File: src/rtl/serial_chunk_adder_if.sv
// Handshake and operand/result bundle for serial_chunk_adder.
// master drives the request side, slave is the adder itself.
interface serial_chunk_adder_if #(
  parameter int WIDTH = 16
);
  logic             start;
  logic [WIDTH-1:0] a;
  logic [WIDTH-1:0] b;
  logic             cin;
  logic             busy;
  logic             done;
  logic [WIDTH-1:0] sum;
  logic             cout;
  logic             ovf;

  modport master (
    output start, a, b, cin,
    input  busy, done, sum, cout, ovf
  );

  modport slave (
    input  start, a, b, cin,
    output busy, done, sum, cout, ovf
  );
endinterface

File: src/rtl/serial_chunk_adder.sv
// Multi-cycle adder: adds DIGIT bits per clock with a registered ripple carry,
// publishing sum/cout/ovf only on completion behind a start/busy/done handshake.
module serial_chunk_adder #(
  parameter int WIDTH = 16,
  parameter int DIGIT = 4
) (
  input logic              clk,
  input logic              rst_n,
  serial_chunk_adder_if.slave bus
);
  localparam int N  = WIDTH / DIGIT;
  localparam int KW = (N > 1) ? $clog2(N) : 1;

  typedef enum logic [1:0] {IDLE, RUN, DONE} state_t;

  state_t           state;
  logic [WIDTH-1:0] a_reg;
  logic [WIDTH-1:0] b_reg;
  logic [WIDTH-1:0] acc;
  logic             carry_reg;
  logic [KW-1:0]    k;

  logic [DIGIT:0]   chunk;
  logic [WIDTH-1:0] acc_next;
  logic             last;

  // Current chunk is added at full DIGIT+1 width so its carry is kept intact.
  always_comb begin
    chunk    = '0;
    acc_next = acc;
    last     = (k == KW'(N - 1));
    chunk    = {1'b0, a_reg[k*DIGIT +: DIGIT]}
             + {1'b0, b_reg[k*DIGIT +: DIGIT]}
             + {{DIGIT{1'b0}}, carry_reg};
    acc_next[k*DIGIT +: DIGIT] = chunk[DIGIT-1:0];
  end

  always_ff @(posedge clk or negedge rst_n) begin
    if (!rst_n) begin
      state     <= IDLE;
      a_reg     <= '0;
      b_reg     <= '0;
      acc       <= '0;
      carry_reg <= 1'b0;
      k         <= '0;
      bus.busy  <= 1'b0;
      bus.done  <= 1'b0;
      bus.sum   <= '0;
      bus.cout  <= 1'b0;
      bus.ovf   <= 1'b0;
    end else begin
      case (state)
        IDLE: begin
          bus.done <= 1'b0;
          if (bus.start) begin
            a_reg     <= bus.a;
            b_reg     <= bus.b;
            carry_reg <= bus.cin;
            acc       <= '0;
            k         <= '0;
            bus.busy  <= 1'b1;
            state     <= RUN;
          end
        end
        RUN: begin
          acc       <= acc_next;
          carry_reg <= chunk[DIGIT];
          if (last) begin
            // Results are published from the combinational next value so the
            // final chunk lands in sum on the same edge that enters DONE.
            bus.sum  <= acc_next;
            bus.cout <= chunk[DIGIT];
            bus.ovf  <= (a_reg[WIDTH-1] == b_reg[WIDTH-1]) &&
                        (acc_next[WIDTH-1] != a_reg[WIDTH-1]);
            bus.done <= 1'b1;
            k        <= '0;
            state    <= DONE;
          end else begin
            k <= k + KW'(1);
          end
        end
        DONE: begin
          bus.done <= 1'b0;
          bus.busy <= 1'b0;
          state    <= IDLE;
        end
        default: begin
          bus.done <= 1'b0;
          bus.busy <= 1'b0;
          state    <= IDLE;
        end
      endcase
    end
  end
endmodule

File: src/flat_wrapper.sv
// flat-port wrapper written by rule: the top's interface ports become plain ports
module serial_chunk_adder_flat 
#(
  parameter int WIDTH = 16,
  parameter int DIGIT = 4
)
  (clk, rst_n, bus_start, bus_a, bus_b, bus_cin, bus_busy, bus_done, bus_sum, bus_cout, bus_ovf);
  serial_chunk_adder_if #(.WIDTH(WIDTH)) bus_i ();
  input logic clk;
  input logic rst_n;
  input wire logic [$bits(bus_i.start)-1:0] bus_start;
  input wire logic [$bits(bus_i.a)-1:0] bus_a;
  input wire logic [$bits(bus_i.b)-1:0] bus_b;
  input wire logic [$bits(bus_i.cin)-1:0] bus_cin;
  output wire logic [$bits(bus_i.busy)-1:0] bus_busy;
  output wire logic [$bits(bus_i.done)-1:0] bus_done;
  output wire logic [$bits(bus_i.sum)-1:0] bus_sum;
  output wire logic [$bits(bus_i.cout)-1:0] bus_cout;
  output wire logic [$bits(bus_i.ovf)-1:0] bus_ovf;
  assign bus_i.start = bus_start;
  assign bus_i.a = bus_a;
  assign bus_i.b = bus_b;
  assign bus_i.cin = bus_cin;
  assign bus_busy = bus_i.busy;
  assign bus_done = bus_i.done;
  assign bus_sum = bus_i.sum;
  assign bus_cout = bus_i.cout;
  assign bus_ovf = bus_i.ovf;
  serial_chunk_adder #(.WIDTH(WIDTH), .DIGIT(DIGIT)) u_core (.clk(clk), .rst_n(rst_n), .bus(bus_i));
endmodule
File: config.mk
export PLATFORM = sky130hd
export DESIGN_NAME = serial_chunk_adder_flat
export DESIGN_NICKNAME = d
export VERILOG_FILES = /design/src/rtl/serial_chunk_adder_if.sv /design/src/rtl/serial_chunk_adder.sv /design/src/flat_wrapper.sv
export SDC_FILE = /design/constraint.sdc
export NUM_CORES = 1
export LEC_CHECK = 0
export CAP_MARGIN = 20
export CORE_AREA = 3 3 92 94
export DETAILED_ROUTE_END_ITERATION = 8
export DIE_AREA = 0 0 95 97
export PLACE_DENSITY = 0.77
export SLEW_MARGIN = 40
export SYNTH_ARGS = -nofsm -noshare
export SYNTH_HDL_FRONTEND = slang
export SYNTH_SLANG_ARGS = --single-unit
File: constraint.sdc
create_clock -name clk -period 3 [get_ports clk]
set_input_delay 0.6 -clock clk [delete_from_list [all_inputs] [get_ports clk]]
set_output_delay 0.6 -clock clk [all_outputs]
set_load 0.1 [all_outputs]
* Word level (Yosys, flattened, before mapping)
Index checks and enable logic that the tools add are counted.
Operators by class: multiplexer cells 15, bitwise operators 1, reduce and logical (&&, ||, !) cells 8, $add $sub $neg 4, shift operators 4, eq/ne operators 6
Operators by type and width (number):
- 4-bit negator with 34-bit output | 1
- 4-bit by 34-bit variable shift with 16-bit output, first input constant | 1
- 4-bit by 34-bit indexed part select with 16-bit output | 1
- 16-bit case mux with 2 select lines | 1
- 16-bit by 5-bit indexed part select with 4-bit output | 2
- 16-bit bitwise mux | 1
- 16-bit two-way mux | 1
- 2-bit AND reduction | 5
- 2-bit two-way mux | 4
- 2-bit case mux with 2 select lines | 2
- 4-bit by 4-bit adder with 5-bit output | 1
- 5-bit by 1-bit adder with 5-bit output | 1
- 1-bit two-way mux | 4
- 1-bit case mux with 2 select lines | 2
- 2-bit by 1-bit adder with 2-bit output, second input constant | 1
- 2-bit by 1-bit equality test with 1-bit output, second input constant | 1
- 2-bit equality test, second input constant | 1
- 2-bit zero test | 1
- 2-bit by 1-bit inequality test with 1-bit output, second input constant | 1
- 2-bit inequality test, second input constant | 1
- 2-bit nonzero test | 1
- 1-bit equality test | 1
- 1-bit logical AND | 1
- 1-bit inequality test | 1
- 1-bit NOT | 1
Word-level totals: output and inout bits 20, bits in registers 73, input port bits 36, logic and storage cells 49

* Logic depth before layout (Yosys ltp)
depth in word-level cells 7, depth in mapped cells 10, depth with buffers taken out 8

* Worst setup path before layout
Ideal clock, no wire load.
kind register to register, start point reg u_core.k[0], end point reg u_core.acc[13], clock period less this slack 2677 ps, stages on the path, launching flop included 9, path buffers 2, setup slack 323 ps, data arrival time 2613 ps, setup time 64 ps, data required time 2936 ps, path through dfrtp_1 -> buf_6 -> buf_2 -> mux4_2 -> fa_1 -> inv_1 -> fa_1 -> nor2_1 -> a22o_2
On the way: cells in the longest elaborated chain, start to end 6, elaborated cells on any way between the ends 9, classes of those cells add/sub: 3; shift: 4; mux: 2
Ends and longest elaborated chain:
- start: declaration | RTL line serial_chunk_adder.sv:21 | logic [KW-1:0] k;
- start signal: assignment | RTL line serial_chunk_adder.sv:79 | k <= k + KW'(1);
- 16-bit by 5-bit indexed part select with 4-bit output, on equally long branches | RTL line serial_chunk_adder.sv:32, serial_chunk_adder.sv:33
- 4-bit by 4-bit adder with 5-bit output | RTL line serial_chunk_adder.sv:33 | + {1'b0, b_reg[k*DIGIT +: DIGIT]}
- 5-bit by 1-bit adder with 5-bit output | RTL line serial_chunk_adder.sv:34 | + {{DIGIT{1'b0}}, carry_reg};
- 4-bit by 34-bit indexed part select with 16-bit output | RTL line serial_chunk_adder.sv:35 | acc_next[k*DIGIT +: DIGIT] = chunk[DIGIT-1:0];
- 16-bit bitwise mux * | RTL line serial_chunk_adder.sv:35
- 16-bit case mux with 2 select lines * | RTL line serial_chunk_adder.sv:52 | case (state)
- end signal: assignment | RTL line serial_chunk_adder.sv:66 | acc <= acc_next;
- end: declaration | RTL line serial_chunk_adder.sv:19 | logic [WIDTH-1:0] acc;
Mark *: on every way between the ends. The rest lies on a longest branch, timed or not. A chain may end at the register's enable or synchronous reset.

* Worst setup path after layout
Same ends and word-level chain as after synthesis.

==> out/metrics.csv <==
metric;value;unit
rsz0062_at_grt;false;
post_cts_buffers;0;
cp_max_fo;7;
diodes;0;
relSlewSlack;68.4;%
track_usage;17.2;%
wl;7.29;mm
fin_tns_setup;0;ps
r2r_cells;6;
antenna_found_initial;0;
area_growth;24.8;%
cts_root_buf;clkbuf_8;
grt_max_degree;39;
finalHoldViolCount;0;
syn_avg_cell_area;12.7;sq um
dieArea;0.00922;sq mm
place_hpwl;5.33;mm
die_w;95;microns
nFillCells;666;
multi_input_area;0.00149;sq mm
cp-start-kind;register;
boundaryPins;56;
placed_area;0.00406;sq mm
async_flop_share;100;%
gp_congestion;0.905;
overflow;0;
drive_gt1_share;28.1;%
drtIter0Drc;110;
status;complete, no violations;
die_h;97;microns
syn_nets;320;
htreeDepth;3;
coreArea;0.00773;sq mm
wire_per_inst;16.7;microns
clk_path_buf_depth;2;
finalInstanceArea;0.00432;sq mm
numCtsBuffers;9;
slew_violations;0;
start_util;44.8;%
period_share;90.8;%
fin_worst_skew;12.3;ps
rows;32;
synth.distinct_cells;51;
max_freq;367;MHz
syn_area;0.00346;sq mm
tightest_slew;470;ps
avgViaCountPerCell;5.45;
route.vias.total;2383;
clkTransAtPathRegs;80;ps
synth-edff-count;0;
dr.pass1.iters;4;
fin_nets;377;
seq_area;0.00183;sq mm
clk_latency;360;ps
synth.yosys.warnings;0;
cts_sinks;73;
cts_resized;0;
cts_tree;done;
seq_area_frac_synth;52.8;%
synth_flop_cell;dfrtp_1;
grt_pass1_wl;12.0;mm
fin_crit;2720;ps
hold_buffers;0;
cp_data_required_time;3300;ps
holdCritPathClass;in -> async;
drc;0;
maxCapViolCount;0;
worstPathArrival;3020;ps
portBuffers;55;
setup_viol;0;
grt_pass1_vias;2341;
route.antenna.remaining_nets;0;
cp-end-kind;register;
syn-instance-count;273;
ys_ff_latch;73;
worstSetupPathType;reg -> reg;
[cell usage in the layout, fill, tap and decap left out, drive strengths merged, types with 2 or more instances in the layout]
cell type      instances
mux4                   8
and4bb                 3
o32ai                  3
a22oi                  4
o22ai                  2
clkdlybuf4s50         34
nand2b                 3
inv                   16
mux2                  36
o21ai                 13
clkbuf                12
a22o                   9
a21o                   5
a32o                   8
a2bb2oi                2
ha                     9
o31ai                  2
fa                     2
buf                   27
bufinv                 3
dfrtp                 73
nand2                 19
nor2b                  6
clkinv                 2
nor2                   9
a21oi                  8
[Yosys cell counts, types with 2 or more instances]
cell,n,area (sq um)
buf_4,3,22.5
o21ai_1,2,10.0
o31ai_1,2,15.0
a22o_1,6,52.6
a22o_2,3,30.0
nand2b_1,3,18.8
ha_1,9,113
fa_1,2,40.0
nor2b_1,6,37.5
a2bb2oi_1,2,17.5
a21oi_1,7,35.0
inv_1,16,60.1
o21ai_0,11,55.1
buf_2,4,20.0
a21o_1,5,37.5
a32o_1,8,80.1
mux4_2,8,180
o22ai_1,2,12.5
mux2_2,35,394
dfrtp_1,73,1830
nor2_1,8,30.0
a22oi_1,4,30.0
o32ai_1,3,26.3
clkbuf_1,6,22.5
nand2_1,19,71.3
[cell type report]
type	count	area share [%]
Clock inverter	4	2.29
Tap cell	102	2.96
Inverter	17	1.48
Clock buffer	12	3.59
Sequential cell	73	42.3
Timing Repair Buffer	61	12.9
Multi-Input combinational cell	168	34.5
[worst max-delay path: stages (launching register included)]
cell and delay [ps]:
dfrtp_1 560, mux4_2 570, fa_1 430, inv_1 90
fa_1 490, nor2_1 320, a22o_2 200
[kinds of logic (layout without fill, tap and decap cells)]
kind of cell	after synthesis	count (layout)	synth area share, %
mux	44	44	16.9
simple gates	50	50	8.28
buf+inv	32	94	4.16
flops	73	73	52.8
fa+ha+maj	11	11	4.41
xor+xnor	1	1	0.253
compound gates	62	62	13.2
[per-stage QoR]
stage | hold slack, ps | utilization [%] | std cells | setup WS [ps]
finish | 193 | 55.9 | 437 | 276
global route | 216 | 55.9 | 437 | 160
global placement | 465 | 52.5 | 421 | 404
floorplan | 304 | - | 273 | 323
CTS | 340 | 55.8 | 437 | 273
detailed placement | 474 | 52.5 | 421 | 281
[per-layer routing]
layer | vias up | global-route usage [%] | part of all wire (%)
met5 | - | 0 | 0
met1 | 1190 | 22.5 | 44
li1 | 1108 | - | -
met4 | 0 | 4.88 | 0.60
met3 | 5 | 6.77 | 7.7
met2 | 80 | 26.4 | 48
[worst paths after layout]
path	startpoint	end	slack (ps)
setup / recovery	u_core.k[0]	u_core.acc[13]	280
hold / removal	rst_n	u_core.bus.sum[8]	190
hold reg to reg	u_core.bus.sum[14]	u_core.bus.sum[14]	480
max in group asynchronous	rst_n	u_core.acc[12]	2240
min in group clk	u_core.bus.sum[14]	u_core.bus.sum[14]	480
setup reg to reg	u_core.k[0]	u_core.acc[13]	280
Power is not shown: default switching activity piles up to over one toggle a cycle in this logic, so the estimate is an artifact.
